--- src/rtl/ps2_scancode_fifo_if.sv ---
// Byte-in / event-out bundle between the PS/2 decoder, the scancode FIFO and the 68k bus side.
interface ps2_scancode_fifo_if #(
  parameter int DEPTH = 8
);
  localparam int CW = $clog2(DEPTH) + 1;

  logic          byte_valid;
  logic [7:0]    byte_data;
  logic          rd_en;
  logic          clr_status;
  logic [9:0]    rd_data;
  logic          empty;
  logic          full;
  logic [CW-1:0] count;
  logic          irq;
  logic          overflow;
  logic          err;

  modport master (
    output byte_valid, byte_data, rd_en, clr_status,
    input  rd_data, empty, full, count, irq, overflow, err
  );

  modport slave (
    input  byte_valid, byte_data, rd_en, clr_status,
    output rd_data, empty, full, count, irq, overflow, err
  );
endinterface

--- src/rtl/ps2_scancode_fifo.sv ---
// Folds PS/2 Set-2 prefix sequences into {ext, brk, code} events and queues them in a FWFT FIFO.
// Entries are visible the cycle after the accepting edge; full FIFO drops new events and flags overflow.
module ps2_scancode_fifo #(
  parameter int DEPTH     = 8,
  parameter int PAUSE_LEN = 7
) (
  input  logic                clk,
  input  logic                reset,
  ps2_scancode_fifo_if.slave  bus
);
  localparam int AW = $clog2(DEPTH);
  localparam int CW = AW + 1;
  localparam int PW = $clog2(PAUSE_LEN + 1);

  typedef enum logic [2:0] {
    S_IDLE,
    S_EXT,
    S_BRK,
    S_EXT_BRK,
    S_PAUSE
  } state_e;

  state_e          state_q, state_d;
  logic [PW-1:0]   pcnt_q, pcnt_d;
  logic            vld_q;
  logic [AW-1:0]   wr_ptr_q, rd_ptr_q;
  logic [CW-1:0]   count_q, count_d;
  logic            ovf_q, ovf_d;
  logic            err_q, err_d;
  logic [9:0]      mem_q [DEPTH];

  logic            accept;
  logic            is_err_byte;
  logic            is_status_byte;
  logic            push;
  logic [9:0]      push_dat;
  logic            set_err;
  logic            empty, full;
  logic            do_push, do_pop, drop;
  logic [7:0]      b;

  assign b              = bus.byte_data;
  assign accept         = bus.byte_valid & ~vld_q;
  assign is_err_byte    = (b == 8'h00) || (b == 8'hFF);
  assign is_status_byte = (b == 8'hFA) || (b == 8'hAA) || (b == 8'hEE) || (b == 8'hFE);

  always_comb begin
    state_d  = state_q;
    pcnt_d   = pcnt_q;
    push     = 1'b0;
    push_dat = '0;
    set_err  = 1'b0;
    if (accept) begin
      unique case (state_q)
        S_IDLE: begin
          if (b == 8'hE0) begin
            state_d = S_EXT;
          end else if (b == 8'hF0) begin
            state_d = S_BRK;
          end else if (b == 8'hE1) begin
            state_d = S_PAUSE;
            pcnt_d  = PW'(PAUSE_LEN);
          end else if (is_status_byte) begin
            state_d = S_IDLE;
          end else if (is_err_byte) begin
            set_err = 1'b1;
          end else begin
            push     = 1'b1;
            push_dat = {2'b00, b};
          end
        end
        S_EXT: begin
          state_d = S_IDLE;
          if (b == 8'hF0) begin
            state_d = S_EXT_BRK;
          end else if (b == 8'h12) begin
            state_d = S_IDLE;
          end else if (is_err_byte) begin
            set_err = 1'b1;
          end else begin
            push     = 1'b1;
            push_dat = {2'b10, b};
          end
        end
        S_BRK: begin
          state_d = S_IDLE;
          if (is_err_byte) begin
            set_err = 1'b1;
          end else begin
            push     = 1'b1;
            push_dat = {2'b01, b};
          end
        end
        S_EXT_BRK: begin
          state_d = S_IDLE;
          if (b == 8'h12) begin
            state_d = S_IDLE;
          end else if (is_err_byte) begin
            set_err = 1'b1;
          end else begin
            push     = 1'b1;
            push_dat = {2'b11, b};
          end
        end
        S_PAUSE: begin
          // Pause payload content is irrelevant; only the byte count matters.
          pcnt_d = pcnt_q - PW'(1);
          if (pcnt_q <= PW'(1)) begin
            pcnt_d   = '0;
            state_d  = S_IDLE;
            push     = 1'b1;
            push_dat = {2'b10, 8'h77};
          end
        end
        default: state_d = S_IDLE;
      endcase
    end
  end

  assign empty   = (count_q == '0);
  assign full    = (count_q == CW'(DEPTH));
  assign do_pop  = bus.rd_en & ~empty;
  assign do_push = push & (~full | do_pop);
  assign drop    = push & full & ~do_pop;
  assign count_d = count_q + CW'(do_push) - CW'(do_pop);
  assign ovf_d   = drop    | (ovf_q & ~bus.clr_status);
  assign err_d   = set_err | (err_q & ~bus.clr_status);

  always_ff @(posedge clk) begin
    if (reset) begin
      // Held high so a byte_valid level that straddles reset is not taken as a new byte.
      vld_q    <= 1'b1;
      state_q  <= S_IDLE;
      pcnt_q   <= '0;
      wr_ptr_q <= '0;
      rd_ptr_q <= '0;
      count_q  <= '0;
      ovf_q    <= 1'b0;
      err_q    <= 1'b0;
    end else begin
      vld_q    <= bus.byte_valid;
      state_q  <= state_d;
      pcnt_q   <= pcnt_d;
      count_q  <= count_d;
      ovf_q    <= ovf_d;
      err_q    <= err_d;
      if (do_push) wr_ptr_q <= wr_ptr_q + AW'(1);
      if (do_pop)  rd_ptr_q <= rd_ptr_q + AW'(1);
    end
  end

  always_ff @(posedge clk) begin
    if (do_push && !reset) mem_q[wr_ptr_q] <= push_dat;
  end

  assign bus.rd_data  = empty ? 10'd0 : mem_q[rd_ptr_q];
  assign bus.empty    = empty;
  assign bus.full     = full;
  assign bus.count    = count_q;
  assign bus.irq      = ~empty;
  assign bus.overflow = ovf_q;
  assign bus.err      = err_q;
endmodule

--- src/flat_wrapper.sv ---
// flat-port wrapper written by rule: the top's interface ports become plain ports
module ps2_scancode_fifo_flat 
#(
  parameter int DEPTH     = 8,
  parameter int PAUSE_LEN = 7
)
  (clk, reset, bus_byte_valid, bus_byte_data, bus_rd_en, bus_clr_status, bus_rd_data, bus_empty, bus_full, bus_count, bus_irq, bus_overflow, bus_err);
  ps2_scancode_fifo_if #(.DEPTH(DEPTH)) bus_i ();
  input  logic clk;
  input  logic reset;
  input wire logic [$bits(bus_i.byte_valid)-1:0] bus_byte_valid;
  input wire logic [$bits(bus_i.byte_data)-1:0] bus_byte_data;
  input wire logic [$bits(bus_i.rd_en)-1:0] bus_rd_en;
  input wire logic [$bits(bus_i.clr_status)-1:0] bus_clr_status;
  output wire logic [$bits(bus_i.rd_data)-1:0] bus_rd_data;
  output wire logic [$bits(bus_i.empty)-1:0] bus_empty;
  output wire logic [$bits(bus_i.full)-1:0] bus_full;
  output wire logic [$bits(bus_i.count)-1:0] bus_count;
  output wire logic [$bits(bus_i.irq)-1:0] bus_irq;
  output wire logic [$bits(bus_i.overflow)-1:0] bus_overflow;
  output wire logic [$bits(bus_i.err)-1:0] bus_err;
  assign bus_i.byte_valid = bus_byte_valid;
  assign bus_i.byte_data = bus_byte_data;
  assign bus_i.rd_en = bus_rd_en;
  assign bus_i.clr_status = bus_clr_status;
  assign bus_rd_data = bus_i.rd_data;
  assign bus_empty = bus_i.empty;
  assign bus_full = bus_i.full;
  assign bus_count = bus_i.count;
  assign bus_irq = bus_i.irq;
  assign bus_overflow = bus_i.overflow;
  assign bus_err = bus_i.err;
  ps2_scancode_fifo #(.DEPTH(DEPTH), .PAUSE_LEN(PAUSE_LEN)) u_core (.clk(clk), .reset(reset), .bus(bus_i));
endmodule
--- config.mk ---
export PLATFORM = sky130hd
export DESIGN_NAME = ps2_scancode_fifo_flat
export DESIGN_NICKNAME = d
export VERILOG_FILES = /design/src/rtl/ps2_scancode_fifo_if.sv /design/src/rtl/ps2_scancode_fifo.sv /design/src/flat_wrapper.sv
export SDC_FILE = /design/constraint.sdc
export NUM_CORES = 1
export LEC_CHECK = 0
export ABC_AREA = 1
export ABC_CLOCK_PERIOD_IN_PS = 2050
export BUFFER_PORTS_ARGS = -buffer_cell sky130_fd_sc_hd__buf_4
export CORE_MARGIN = 2
export CORE_UTILIZATION = 54
export DETAILED_ROUTE_END_ITERATION = 6
export PLACE_DENSITY = 0.75
export SYNTH_ARGS = -nofsm -noshare
export SYNTH_HDL_FRONTEND = slang
export SYNTH_SLANG_ARGS = --single-unit
--- constraint.sdc ---
create_clock -name clk -period 2.05 [get_ports clk]
set_input_delay 0.1025 -clock clk [delete_from_list [all_inputs] [get_ports clk]]
set_output_delay 0.1025 -clock clk [all_outputs]
set_load 0.01 [all_outputs]
==> results.yml <==
floorplan:
  io_pins: 32
  fp-row-count: 34
  chipHeight_um: 97.4
  coreArea_um2: 8590
  dieWidth_um: 97.4
  die_area_um2: 9480
  start_util_pct: 54.8
sta:
  setup_slack_ns: 0.0896
  finalHoldViolCount: 0
  holdWs_ns: 0.109
  relSlewSlack_pct: 58.6
  report.final.slew_viol_count: 0
  period_share_pct: 95.6
  min_period_ns: 1.96
  skew_ns: 0.0146
  tightest_slew_ns: 0.620
  fmax_ghz: 0.510
  setup_viol: 0
yosys:
  postSynthCellCount: 469
  synthAdderAreaFrac_pct: 2.82
  synth_compound_area_share_pct: 12.5
  synthMuxAreaShare_pct: 0
  synth-async-reset-ratio_pct: 0
  synth.area.top_cells: "edfxtp_1, dfxtp_1, nor2_1"
  syn-num-nets: 492
  synth.top_cell.area_share_pct: 51.0
  seq_area_frac_synth_pct: 60.4
  synthSimpleGateAreaFrac_pct: 18.4
  synth_top_family_by_area: "simple AND/OR/NAND/NOR gates"
  synth-xor-area-share_pct: 0.558
  syn-cell-area_um2: 4710
  synth_area_per_cell_um2: 10.0
  yosys_warnings: 0
  synthFlopType: "edfxtp_1"
  synth_edf_count: 80
  yosysUniqueCellTypes: 35
  synth_seq_cells: 102
  synth_area_leader_cell: "edfxtp_1"
route:
  antenna_left: 0
  drt_iter0_markers: 226
  firstDrtPassIters: 5
  routed_wl_mm: 10.2
  wire_per_inst_um: 15.8
  drcViolationCount: 0
  num_vias: 3466
  vias_per_cell: 5.37
worst_setup_path:
  worst-path-buf-inv: 4
  reg2reg_depth: 11
  crit_end: "u_core.bus.count[1]$_SDFF_PP0_"
  startpoint_type: "register"
  reg2reg_to: "u_core.bus.count[1]$_SDFF_PP0_"
  critPathTopFamily: "adder cells"
  path_cells: "inv_4 > ha_4 > nand3_2 > nand2_2 > inv_2 > ha_1 > inv_1 > ha_2 > fa_2 > inv_1 > nor2_1"
  crit_cells: 11
  cp.arrival_ns: 2.26
  crit_path_start: "u_core.bus.count[2]$_SDFF_PP0_"
  path_common_cell: "inv_1"
  crit-reg2reg-launch: "u_core.bus.count[2]$_SDFF_PP0_"
  critPathKind: "register to register"
  crit_path_top_delay_cell: "fa_2"
  r2r_slack_ns: 0.09
  cp_slowest_stage_delay_ns: 0.51
  worstPathRequired_ns: 2.35
  worstPathMaxFanout: 4
  worstSetupEndpointType: "register"
placement:
  dpl.hpwl_mm: 6.78
  io_buffers: 31
  dpl.cell_count: 623
  placed_area_um2: 5280
  dp_slack_ns: -0.0138
  gp_congestion: 0.870
clocking:
  cts_tree: "done"
  clk_latency_ns: 0.36
  ctsHtreeMaxLevel: 3
  clock-sinks: 102
  clk_pin_slew_worst_paths_ns: 0.10
  numCtsBuffers: 9
  cts_root_buf: "clkbuf_8"
  clk_path_buf_depth: 2
power:
  p_leak_nw: 2.24
  irDropWorstVdd_uv: 453
  finalPower_mw: 5.41
  powerDensity_nw_per_um2: 962
cells_and_area:
  fillers: 683
  postLayoutCellArea_um2: 5620
  layout-area-overhead-vs-synth_pct: 19.4
  fin_nets: 556
  fin_cells: 646
  num_antenna_cells: 0
  layout-drive-gt1-share_pct: 27.9
global_route:
  grt_pass1_wl_mm: 16.7
  grt_max_degree: 41
  grt_overflow: 0
  grt_use_total_pct: 22.4
  grt_antenna_before_repair: 0
  grt_pass1_vias: 3433
hold_path:
  worstHoldPathType: "primary input to register"
run_status:
  outcome: "completed"
job:
  cap_violations: 0
## power breakdown
| group | switching, mW | internal, mW | leakage [nW] |
|---|---|---|---|
| Clock | 0.706 | 0.460 | 0.0879 |
| Combinational | 1.06 | 0.819 | 1.22 |
| Sequential | 0.0722 | 2.29 | 0.934 |
## per-layer routing
metal | global-route usage [%] | share of wire (%) | up-vias
li1 | - | - | 1737
met1 | 29.0 | 43 | 1632
met2 | 38.1 | 51 | 84
met3 | 3.53 | 4.2 | 13
met4 | 8.44 | 1.1 | 0
met5 | 0 | 0 | -
## sequential cells by signal, indices dropped and copies added, names as in the netlist, named ones only
signal,cells
u_core.mem_q,80
u_core.bus.count,4
u_core.pcnt_q,3
u_core.rd_ptr_q,3
u_core.state_q,3
u_core.wr_ptr_q,3
u_core.bus.err,1
u_core.bus.overflow,1
u_core.vld_q,1
## kinds of logic after synthesis
logic type | after synthesis
flops | 102
compound gates | 108
fa+ha+maj | 10
xor+xnor | 3
simple gates | 180
buf+inv | 66
## how the worst min path moves through the flow
stage | from | end | slack, ns | cells past startpoint
global placement | bus_byte_valid | u_core.vld_q$_SDFF_PP1_ | 0.32 | 3
floorplan | bus_byte_valid | u_core.vld_q$_SDFF_PP1_ | 0.23 | 2
CTS | bus_rd_en | u_core.bus.overflow$_SDFF_PP0_ | 0.10 | 4
detailed placement | bus_byte_valid | u_core.vld_q$_SDFF_PP1_ | 0.33 | 3
finish | bus_rd_en | u_core.bus.overflow$_SDFF_PP0_ | 0.11 | 4
global route | bus_rd_en | u_core.bus.overflow$_SDFF_PP0_ | 0.13 | 4
## what timing repair did
action                                 in CTS  in global routing
gates cloned                                0                  1
setup endpoints to repair                   3                 63
buffers inserted                            0                  3
hold buffers                                3                  0
pin swaps                                   1                  5
endpoints found under the hold margin       8                  0
gates resized for setup                     3                 28
## layout make-up
type                            instances  area, µm²  area share (%)
Tap cell                              108        135            2.40
Multi-Input combinational cell        301       1680            29.8
Inverter                               49        194            3.45
Timing Repair Buffer                   70        587            10.4
Clock inverter                          6       51.3           0.912
Sequential cell                       102       2850            50.7
Clock buffer                           10        128            2.27
## metrics by stage
stage	utilization, %	TNS [ns]
after floorplan	-	0
after global placement	61.4	0
after detailed placement	61.4	-0.0138
after CTS	63.9	0
after global routing	65.4	-0.00579
final	65.4	0
## cells in the mapped netlist, types with 2 or more instances
library cell,instances
a31oi_1,11
a21oi_1,19
nand3_2,2
nand3_1,15
o21ai_1,6
nand4_1,3
nand2_1,38
nand2_2,12
nor2_4,6
ha_1,9
clkbuf_1,16
inv_1,38
o21ai_0,56
nor2_2,9
a21oi_2,2
nand3_4,2
o22ai_1,10
inv_2,10
dfxtp_1,22
nor2_1,88
edfxtp_1,80
xor2_1,2
## worst register-to-register path, cell delays in order (launching register included)
cell,delay [ns]
dfxtp_2,0.35
inv_4,0.07
ha_4,0.13
nand3_2,0.08
nand2_2,0.12
inv_2,0.05
ha_1,0.26
inv_1,0.04
ha_2,0.18
fa_2,0.51
inv_1,0.03
nor2_1,0.08
## placed cells by master (no fill, tap or decap), drive strengths merged, types with 2 or more instances in the layout
cell type | Yosys | routed
clkinv | 0 | 2
edfxtp | 80 | 80
o211ai | 2 | 2
buf | 1 | 66
a21oi | 21 | 21
o22ai | 10 | 10
inv | 49 | 52
nand2 | 51 | 51
nor2 | 103 | 103
dfxtp | 22 | 22
xor2 | 2 | 2
ha | 9 | 9
clkbuf | 16 | 11
nand3 | 19 | 19
a31oi | 11 | 11
nand4 | 4 | 4
dlygate4sd3 | 0 | 3
o21ai | 62 | 62
nor3 | 2 | 2
Power figures use the tool's default switching activity.
